**src/rtl/dct16_pair.sv**
```systemverilog
// dct16_pair: 16-point 1-D DCT-II for 8-bit unsigned samples.
// The 16 samples arrive as 8 mirrored pairs (x[n], x[15-n]), one pair per clock.
// The 16 coefficients leave as 8 pairs (X[2m], X[2m+1]) in signed Q8.
// Build option: define DCT_ROUND_EN to round each presented coefficient to a
// whole number in Q8 (halves round toward +inf). Without it the raw Q8
// accumulator value is presented.
module dct16_pair (
    input  logic        clk,
    input  logic        reset,
    input  logic        start,
    input  logic [7:0]  INPUT_A,
    input  logic [7:0]  INPUT_B,
    output logic [23:0] OUTPUT_A,
    output logic [23:0] OUTPUT_B,
    output logic [3:0]  INDEX_A,
    output logic [3:0]  INDEX_B,
    output logic        output_en
);

    localparam int unsigned NPT   = 16;
    localparam int unsigned ACC_W = 24;
    localparam int unsigned CNT_W = 3;
    localparam int unsigned PRD_W = 20;

    typedef enum logic [1:0] {
        ST_IDLE = 2'd0,
        ST_LOAD = 2'd1,
        ST_OUT  = 2'd2
    } state_t;

    // round(sqrt(2/16) * cos(idx*pi/32) * 256) for idx = 0..16
    function automatic logic [6:0] cos_mag(input logic [4:0] idx);
        logic [6:0] mag;
        case (idx)
            5'd0:    mag = 7'd91;
            5'd1:    mag = 7'd90;
            5'd2:    mag = 7'd89;
            5'd3:    mag = 7'd87;
            5'd4:    mag = 7'd84;
            5'd5:    mag = 7'd80;
            5'd6:    mag = 7'd75;
            5'd7:    mag = 7'd70;
            5'd8:    mag = 7'd64;
            5'd9:    mag = 7'd57;
            5'd10:   mag = 7'd50;
            5'd11:   mag = 7'd43;
            5'd12:   mag = 7'd35;
            5'd13:   mag = 7'd26;
            5'd14:   mag = 7'd18;
            5'd15:   mag = 7'd9;
            default: mag = 7'd0;
        endcase
        return mag;
    endfunction

    // C[k][n] for n = 0..7: the cosine phase (2n+1)*k is taken mod 64 and
    // folded into the first quadrant so a 17-entry magnitude table suffices.
    function automatic logic signed [9:0] coef(input logic [3:0] k, input logic [2:0] n);
        logic [5:0]        phase;
        logic [5:0]        fold;
        logic [4:0]        idx;
        logic              neg;
        logic signed [9:0] mag;
        phase = {2'b00, n, 1'b1} * {2'b00, k};
        if (phase > 6'd32) begin
            fold = 6'(7'd64 - {1'b0, phase});
        end else begin
            fold = phase;
        end
        if (fold > 6'd16) begin
            neg = 1'b1;
            idx = 5'(6'd32 - fold);
        end else begin
            neg = 1'b0;
            idx = fold[4:0];
        end
        mag = $signed({3'b000, cos_mag(idx)});
        if (k == 4'd0) begin
            return 10'sd64;
        end
        return neg ? -mag : mag;
    endfunction

    // Value placed on the output bus for one accumulator
    function automatic logic [23:0] present(input logic [23:0] acc);
`ifdef DCT_ROUND_EN
        logic [23:0] r;
        r      = acc + 24'd128;
        r[7:0] = 8'd0;
        return r;
`else
        return acc;
`endif
    endfunction

    state_t             state_q, state_d;
    logic [CNT_W-1:0]   cnt_q, cnt_d;
    logic [ACC_W-1:0]   acc_q [NPT];
    logic [ACC_W-1:0]   acc_d [NPT];
    logic [23:0]        out_a_q, out_a_d;
    logic [23:0]        out_b_q, out_b_d;
    logic [3:0]         idx_a_q, idx_a_d;
    logic [3:0]         idx_b_q, idx_b_d;
    logic               oen_q, oen_d;

    logic [8:0]         pair_sum;
    logic [8:0]         pair_diff;
    logic signed [9:0]  sum_op;
    logic signed [9:0]  diff_op;

    // Even/odd folding of the incoming pair
    always_comb begin
        pair_sum  = {1'b0, INPUT_A} + {1'b0, INPUT_B};
        pair_diff = {1'b0, INPUT_A} - {1'b0, INPUT_B};
        sum_op    = $signed({1'b0, pair_sum});
        diff_op   = $signed({pair_diff[8], pair_diff});
    end

    // Next-state, accumulator update and output staging
    always_comb begin
        logic                    do_acc;
        logic                    clr_acc;
        logic [CNT_W-1:0]        pair_n;
        logic signed [9:0]       c;
        logic signed [PRD_W-1:0] prod;
        logic [ACC_W-1:0]        base;

        state_d = state_q;
        cnt_d   = cnt_q;
        out_a_d = 24'd0;
        out_b_d = 24'd0;
        idx_a_d = 4'd0;
        idx_b_d = 4'd0;
        oen_d   = 1'b0;
        do_acc  = 1'b0;
        clr_acc = 1'b0;
        pair_n  = cnt_q;
        c       = 10'sd0;
        prod    = '0;
        base    = '0;
        for (int k = 0; k < NPT; k++) begin
            acc_d[k] = acc_q[k];
        end

        case (state_q)
            ST_IDLE: begin
                if (start) begin
                    do_acc  = 1'b1;
                    clr_acc = 1'b1;
                    pair_n  = 3'd0;
                    cnt_d   = 3'd1;
                    state_d = ST_LOAD;
                end
            end
            ST_LOAD: begin
                do_acc = 1'b1;
                if (cnt_q == 3'd7) begin
                    cnt_d   = 3'd0;
                    state_d = ST_OUT;
                end else begin
                    cnt_d = 3'(cnt_q + 3'd1);
                end
            end
            ST_OUT: begin
                oen_d   = 1'b1;
                out_a_d = present(acc_q[{cnt_q, 1'b0}]);
                out_b_d = present(acc_q[{cnt_q, 1'b1}]);
                idx_a_d = {cnt_q, 1'b0};
                idx_b_d = {cnt_q, 1'b1};
                // Leaving after the last pair makes the following edge an IDLE
                // edge: it drops output_en and may already accept a new start.
                if (cnt_q == 3'd7) begin
                    cnt_d   = 3'd0;
                    state_d = ST_IDLE;
                end else begin
                    cnt_d = 3'(cnt_q + 3'd1);
                end
            end
            default: begin
                state_d = ST_IDLE;
                cnt_d   = 3'd0;
            end
        endcase

        if (do_acc) begin
            for (int k = 0; k < NPT; k++) begin
                c    = coef(4'(k), pair_n);
                prod = c * ((k % 2 == 0) ? sum_op : diff_op);
                base = clr_acc ? 24'd0 : acc_q[k];
                acc_d[k] = base + {{(ACC_W - PRD_W){prod[PRD_W-1]}}, prod};
            end
        end
    end

    // State, accumulators and registered outputs
    always_ff @(posedge clk or posedge reset) begin
        if (reset) begin
            state_q <= ST_IDLE;
            cnt_q   <= 3'd0;
            out_a_q <= 24'd0;
            out_b_q <= 24'd0;
            idx_a_q <= 4'd0;
            idx_b_q <= 4'd0;
            oen_q   <= 1'b0;
            for (int k = 0; k < NPT; k++) begin
                acc_q[k] <= 24'd0;
            end
        end else begin
            state_q <= state_d;
            cnt_q   <= cnt_d;
            out_a_q <= out_a_d;
            out_b_q <= out_b_d;
            idx_a_q <= idx_a_d;
            idx_b_q <= idx_b_d;
            oen_q   <= oen_d;
            for (int k = 0; k < NPT; k++) begin
                acc_q[k] <= acc_d[k];
            end
        end
    end

    assign OUTPUT_A  = out_a_q;
    assign OUTPUT_B  = out_b_q;
    assign INDEX_A   = idx_a_q;
    assign INDEX_B   = idx_b_q;
    assign output_en = oen_q;

endmodule

```
**config.mk**
```make
export PLATFORM = sky130hd
export DESIGN_NAME = dct16_pair
export DESIGN_NICKNAME = d
export VERILOG_FILES = /design/src/rtl/dct16_pair.sv
export SDC_FILE = /design/constraint.sdc
export NUM_CORES = 2
export LEC_CHECK = 0
export CORE_ASPECT_RATIO = 0.5
export CORE_MARGIN = 2
export CORE_UTILIZATION = 65
export DETAILED_ROUTE_END_ITERATION = 8
export PLACE_DENSITY_LB_ADDON = 0.15
export SLEW_MARGIN = 30
export SYNTH_ARGS = -nofsm -noshare
export SYNTH_HDL_FRONTEND = slang
export SYNTH_SLANG_ARGS = --single-unit
```
**constraint.sdc**
```tcl
create_clock -name clk -period 25.5 [get_ports clk]
set_clock_uncertainty 0.1 [all_clocks]
set_input_delay 3.825 -clock clk [delete_from_list [all_inputs] [get_ports clk]]
set_output_delay 3.825 -clock clk [all_outputs]
set_load 0.01 [all_outputs]
```
# [Word level (Yosys, flattened, before mapping)]
# Memories as Yosys holds them, arrays and structs flattened.
# Index checks and enable logic that the tools add are counted.
[op_classes] magnitude_cmp=33 muxes=185 eq_ne=6 mul=27 add_sub_neg=66 bitwise_logic=2 n_reduce_logical=3
[op_table] cell="$mux 24" count=22
[op_table] cell="$add 24x24->24" count=16
[op_table] cell="$mux 7" count=32
[op_table] cell="$bmux 24 s4" count=2
[op_table] cell="$mux 6" count=31
[op_table] cell="$mux 10" count=18
[op_table] cell="$mul 10x10->20" count=8
[op_table] cell="$mux 5" count=32
[op_table] cell="$neg 7->10" count=16
[op_table] cell="$mul 10x9->19" count=8
[op_table] cell="$gt 6x5->1 const B" count=16
[op_table] cell="$sub 1x5->5 const A" count=16
[op_table] cell="$gt 6x6->1 const B" count=13
[op_table] cell="$sub 1x6->6 const A" count=13
[op_table] cell="$mux 1" count=36
[op_table] cell="$mul 4x4->6 const B" count=4
[op_table] cell="$mul 4x3->6 const B" count=2
[op_table] cell="$mux 3" count=4
[op_table] cell="$ge 5x5->1 const B" count=2
[op_table] cell="$mul 4x3->5 const B" count=2
[op_table] cell="$not 4->5" count=2
[op_table] cell="$add 8x8->9" count=1
[op_table] cell="$sub 8x8->9" count=1
[op_table] cell="$mux 4" count=2
[op_table] cell="other kinds (19)" count=23
[totals] rom_bits=1792 elab_cells=361 mem_count=16 register_bits=446
[memory_table] name="(name not given)" depth=16 width=7 rd=1 rd_clocked_by_memory_dff=0 write_ports=0 line="34" text="case (idx)"
[memory_table] name="(name not given)" depth=16 width=7 rd=1 rd_clocked_by_memory_dff=0 write_ports=0 line="34"
[memory_table] name="(name not given)" depth=16 width=7 rd=1 rd_clocked_by_memory_dff=0 write_ports=0 line="34"
[memory_table] name="(name not given)" depth=16 width=7 rd=1 rd_clocked_by_memory_dff=0 write_ports=0 line="34"
[memory_table] name="(name not given)" depth=16 width=7 rd=1 rd_clocked_by_memory_dff=0 write_ports=0 line="34"
[memory_table] name="(name not given)" depth=16 width=7 rd=1 rd_clocked_by_memory_dff=0 write_ports=0 line="34"
[memory_table] name="+10 memories"

# [Logic depth before layout (Yosys ltp)]
# An unclocked memory read counts as a cell.
[logic_depth] ltp_word=16 depth_mapped=53 ltp_nobuf=50

# [Least setup slack after synthesis]
# No wires, ideal clock.
[synth_path] kind="in2reg" startpoint="input port start" endpoint="register acc_q[119] (netlist bit)" required_ns=25.301 path_buffers=5 setup_slack_ns=11.107 arrival_ns=14.194 path_stages=43 path_cell_list="nand2_1 and2_1 buf_2 buf_1 buf_1 fa_1 clkbuf_1 clkinv_1 clkbuf_1 ha_1 xnor2_1 xor2_1 ha_1 nand2_1 a21boi_0 nor2_1 fa_1 fa_1 (+7 left out) o21ai_0 a21oi_1 o21ai_0 a21boi_0 o21ai_0 nand2b_1 a21o_1 a21oi_1 o21ai_0 xor2_1 ha_1 a21o_1 a31o_2 a41oi_1 a21oi_1 xor2_1 a21oi_1 a311oi_1"
[synth_between] elab_chain_len=16
[synth_lines] element="from (decl)" line="10" text="input logic start,"
[synth_lines] element="$mux 3" line="147" text="if (start) begin"
[synth_lines] element="$mux 3" line="145" text="case (state_q)"
[synth_lines] element="$mul 4x4->6" line="64" text="phase = {2'b00, n, 1'b1} * {2'b00, k};"
[synth_lines] element="$sub 1x6->6 or $gt 6x6->1 (tied branches)" line="66, 65"
[synth_lines] element="$mux 6" line="65" text="if (phase > 6'd32) begin"
[synth_lines] element="$mux 6" line="185" text="if (do_acc) begin"
[synth_lines] element="$sub 1x5->5 or $gt 6x5->1 (tied branches)" line="72, 70"
[synth_lines] element="$mux 5" line="70" text="if (fold > 6'd16) begin"
[synth_lines] element="$mux 5" line="185"
[synth_lines] element="$mem_v2 16x7"
[synth_lines] element="$mux 7" line="34"
[synth_lines] element="$mux 7" line="185"
[synth_lines] element="$neg 7->10" line="81" text="return neg ? -mag : mag;"
[synth_lines] element="$mux 10" line="81"
[synth_lines] element="$mul 10x9->19" line="188" text="prod = c * ((k % 2 == 0) ? sum_op : diff_op);"
[synth_lines] element="$add 24x24->24" line="190" text="acc_d[k] = base + {{(ACC_W - PRD_W){prod[PRD_W-1]}}, prod};"
[synth_lines] element="to (signal, indexed assignment)" line="217" text="acc_q[k] <= acc_d[k];"
[synth_lines] element="to (decl)" line="98" text="logic [ACC_W-1:0] acc_q [NPT];"
# Several ways; a longest one is shown, not always the timed one. The select of a mux whose other input is x is not followed.
# A chain may end at the register's enable or synchronous reset.

# [Worst setup path in the final report]
[layout_path] startpoint="input port start" endpoint="register acc_q[22] (netlist bit)"
# Same word-level chain as after synthesis.

==> metrics.md <==
| Metric | Value |
|---|---|
| Status | finished, final reports clean |
| Critical path launch point type | input pin |
| CP required | 25930 ps |
| Vias in the first global route | 66000 |
| Vias per inst | 5.94 |
| Biggest area consumer among synthesized cells | fa_1 |
| Post-Route Setup TNS | 0 ps |
| Kind of critical path | in -> reg |
| RSZ-0062 raised after global routing | false |
| RD Place Congestion | 0.976 |
| Final WS setup | 8620 ps |
| Share of cells above drive strength 1 | 4.24% |
| Vias | 67100 |
| First-pass GRT wire length | 374 mm |
| Setup Slack @ Placement | 8040 ps |
| Total congestion overflow | 0 |
| Clk root buf | clkbuf_16 |
| #FFs+latches synth | 441 |
| Critical path's top delay family | adder cells |
| WL final | 235 mm |
| Crit path DAT | 17310 ps |
| Asr flop ratio synth | 100% |
| Antenna viol nets, final | 0 |
| Minimum clock period after layout | 16880 ps |
| Tightest Pin Transition | 1010 ps |
| Max stage delay on crit path | 1370 ps |
| Clock transition at path regs | 70 ps |
| Routed wire length per instance | 20.8 um |
| Synth cell count leaders | inv_1 (1499), fa_1 (1073), ha_1 (1040) |
| # Max-Cap Violations | 0 |
| CTS Buffer Depth | 3 |
| Iteration-0 DRC Markers | 5993 |
| Rel. slew slack | 32.9% |
| Worst min path class | reg -> reg |
| Post-DP HPWL | 185 mm |
| Number of cells on the critical path | 39 |
| Critical path endpoint category | register |
| Slowest-stage cell, CP | fa_2 |
| Final setup fails | 0 |
| Die Width | 512 um |
| Most numerous cell in the Yosys netlist | inv_1 |
| 1st-pass router iterations | 6 |
| Synth Cell Area | 84000 um^2 |
| Netlist cell types | 97 |
| Buf/Inv on CP | 3 |
| Synth warn | 0 |
| I/O Pins | 76 |
| Rows | 93 |
| Post-CTS setup buffers | 0 |
| Synth-to-Final Area Change | 5.39% |
| DRC Markers | 0 |
| Post-Syn Instances | 9634 |
| Max-slew violations | 0 |
| Cell Area, Placed | 86700 um^2 |
| Final core utilization | 68.9% |
| All-Layer GR Usage | 36.3% |
| Initial antenna violation count | 17 |
| Finished layout cell area | 88500 um^2 |
| Fmax | 59.3 MHz |
| Top cells by area, synth | fa_1 (26%), ha_1 (15%), dfrtp_1 (13%) |
| Yosys top cell area share | 25.6% |
| Register area share after synthesis | 13.1% |
| Total clock sinks | 441 |
| Synth Area per Inst | 8.71 um^2 |
| Fin. Hold Viols | 0 |
| Clock latency on the worst-skew pair | 670 ps |
| Ys flop type | dfrtp_1 |
| IO Port Bufs | 74 |
| Nets@finish | 11700 |
| Worst reg2reg path depth | 40 |
| Fin crit share | 66.2% |
| Post-Syn Nets | 11800 |
| Die Area | 132000 um^2 |
| PostCTS Resize Cnt | 0 |
| Die height | 258 um |
| Initial Utilization | 65.4% |
| Core area | 128000 um^2 |
| Critical path fanouts, max | 50 |
| Num CTS Buffers | 49 |
| Post-synth EDFFs | 0 |
| CTS tree | yes |
| H-tree depth | 2 |
| Largest net degree at the start of global routing | 202 |
| Post-CTS Hold Buffers | 0 |
| Worst hold stages | 2 |
==> per-layer routing <==
metal | track usage (%) | share of wire (%) | vias up
met1 | 51.9 | 43 | 33000
met4 | 15.4 | 5.1 | 10
met2 | 53.0 | 41 | 2609
met3 | 8.69 | 11 | 469
met5 | 0 | 0.029 | -
li1 | - | - | 31100
==> final timing paths <==
kind                            start         end  slack [ps]
max in group asynchronous       reset  acc_q[189]       19770
max                             start   acc_q[22]        8620
min in group asynchronous       reset  state_q[1]        3640
min reg2reg                 acc_q[24]   acc_q[24]         390
min                         acc_q[24]   acc_q[24]         390
max reg2reg                state_q[0]   acc_q[22]       11510
==> area by class of cell <==
type                    instances  area, um^2
clock inverters                21         284
repair buffers                174        1550
diodes                          6        15.0
well taps                    1710        2140
flip-flops and latches        441       11000
clock buffers                  69        1400
multi-input cells            7376       66400
inverters                    1508        5670
fillers                     10400       40000
==> cell usage in the layout (no fill, tap or decap), types with 48 or more instances in the layout <==
cell type        count
a21oi_1            566
a21o_1             140
inv_1             1498
clkbuf_16           51
o21bai_1            76
fa_1              1070
nor3_1              97
xnor2_1            369
nor2b_1            114
o21ai_0            386
buf_4               92
nand3_1             98
and3_1              63
clkdlybuf4s50_1     74
xor2_1             220
nand2b_1            94
ha_1              1036
nand2_1            926
nor2_1             876
o21a_1              48
mux4_2              96
dfrtp_1            438
and2_1             423
a211oi_1            64
mux2i_1             69
==> sequential cells by signal, indices dropped and copies added, names as in the netlist <==
register	flops
acc_q	384
OUTPUT_A	24
OUTPUT_B	24
INDEX_B	3
cnt_q	3
state_q	2
INDEX_A	1
==> worst reg2reg max path, delay by kind of cell, from the launching register on <==
kind	cells	cell delay (ps)
buf+inv	3	1240
xor+xnor	4	910
flops	1	410
fa+ha+maj	10	5460
simple gates	7	2060
compound gates	16	3650
==> kinds of logic (layout without fill, tap and decap cells) <==
logic type	Yosys count	after routing	synth area share, %
AND/OR/NAND/NOR	2861	2861	15.8
XOR/XNOR	622	622	6.58
AO/OA/AOI/OAI	1610	1610	11.8
other	1	7	0.00447
multiplexers	168	168	3.44
flip-flops	441	441	13.1
adder cells (fa/ha/maj)	2114	2114	41.1
buffers and inverters	1817	1772	8.15
==> through the flow <==
stage                     cells  hold WS, ps
after floorplan            9634          347
after global routing      11300          407
after global placement    11200          364
final                     11300          386
after CTS                 11300          385
after detailed placement  11200          370
Power is not shown: default switching activity piles up to over one toggle a cycle in this logic, so the estimate is an artifact.
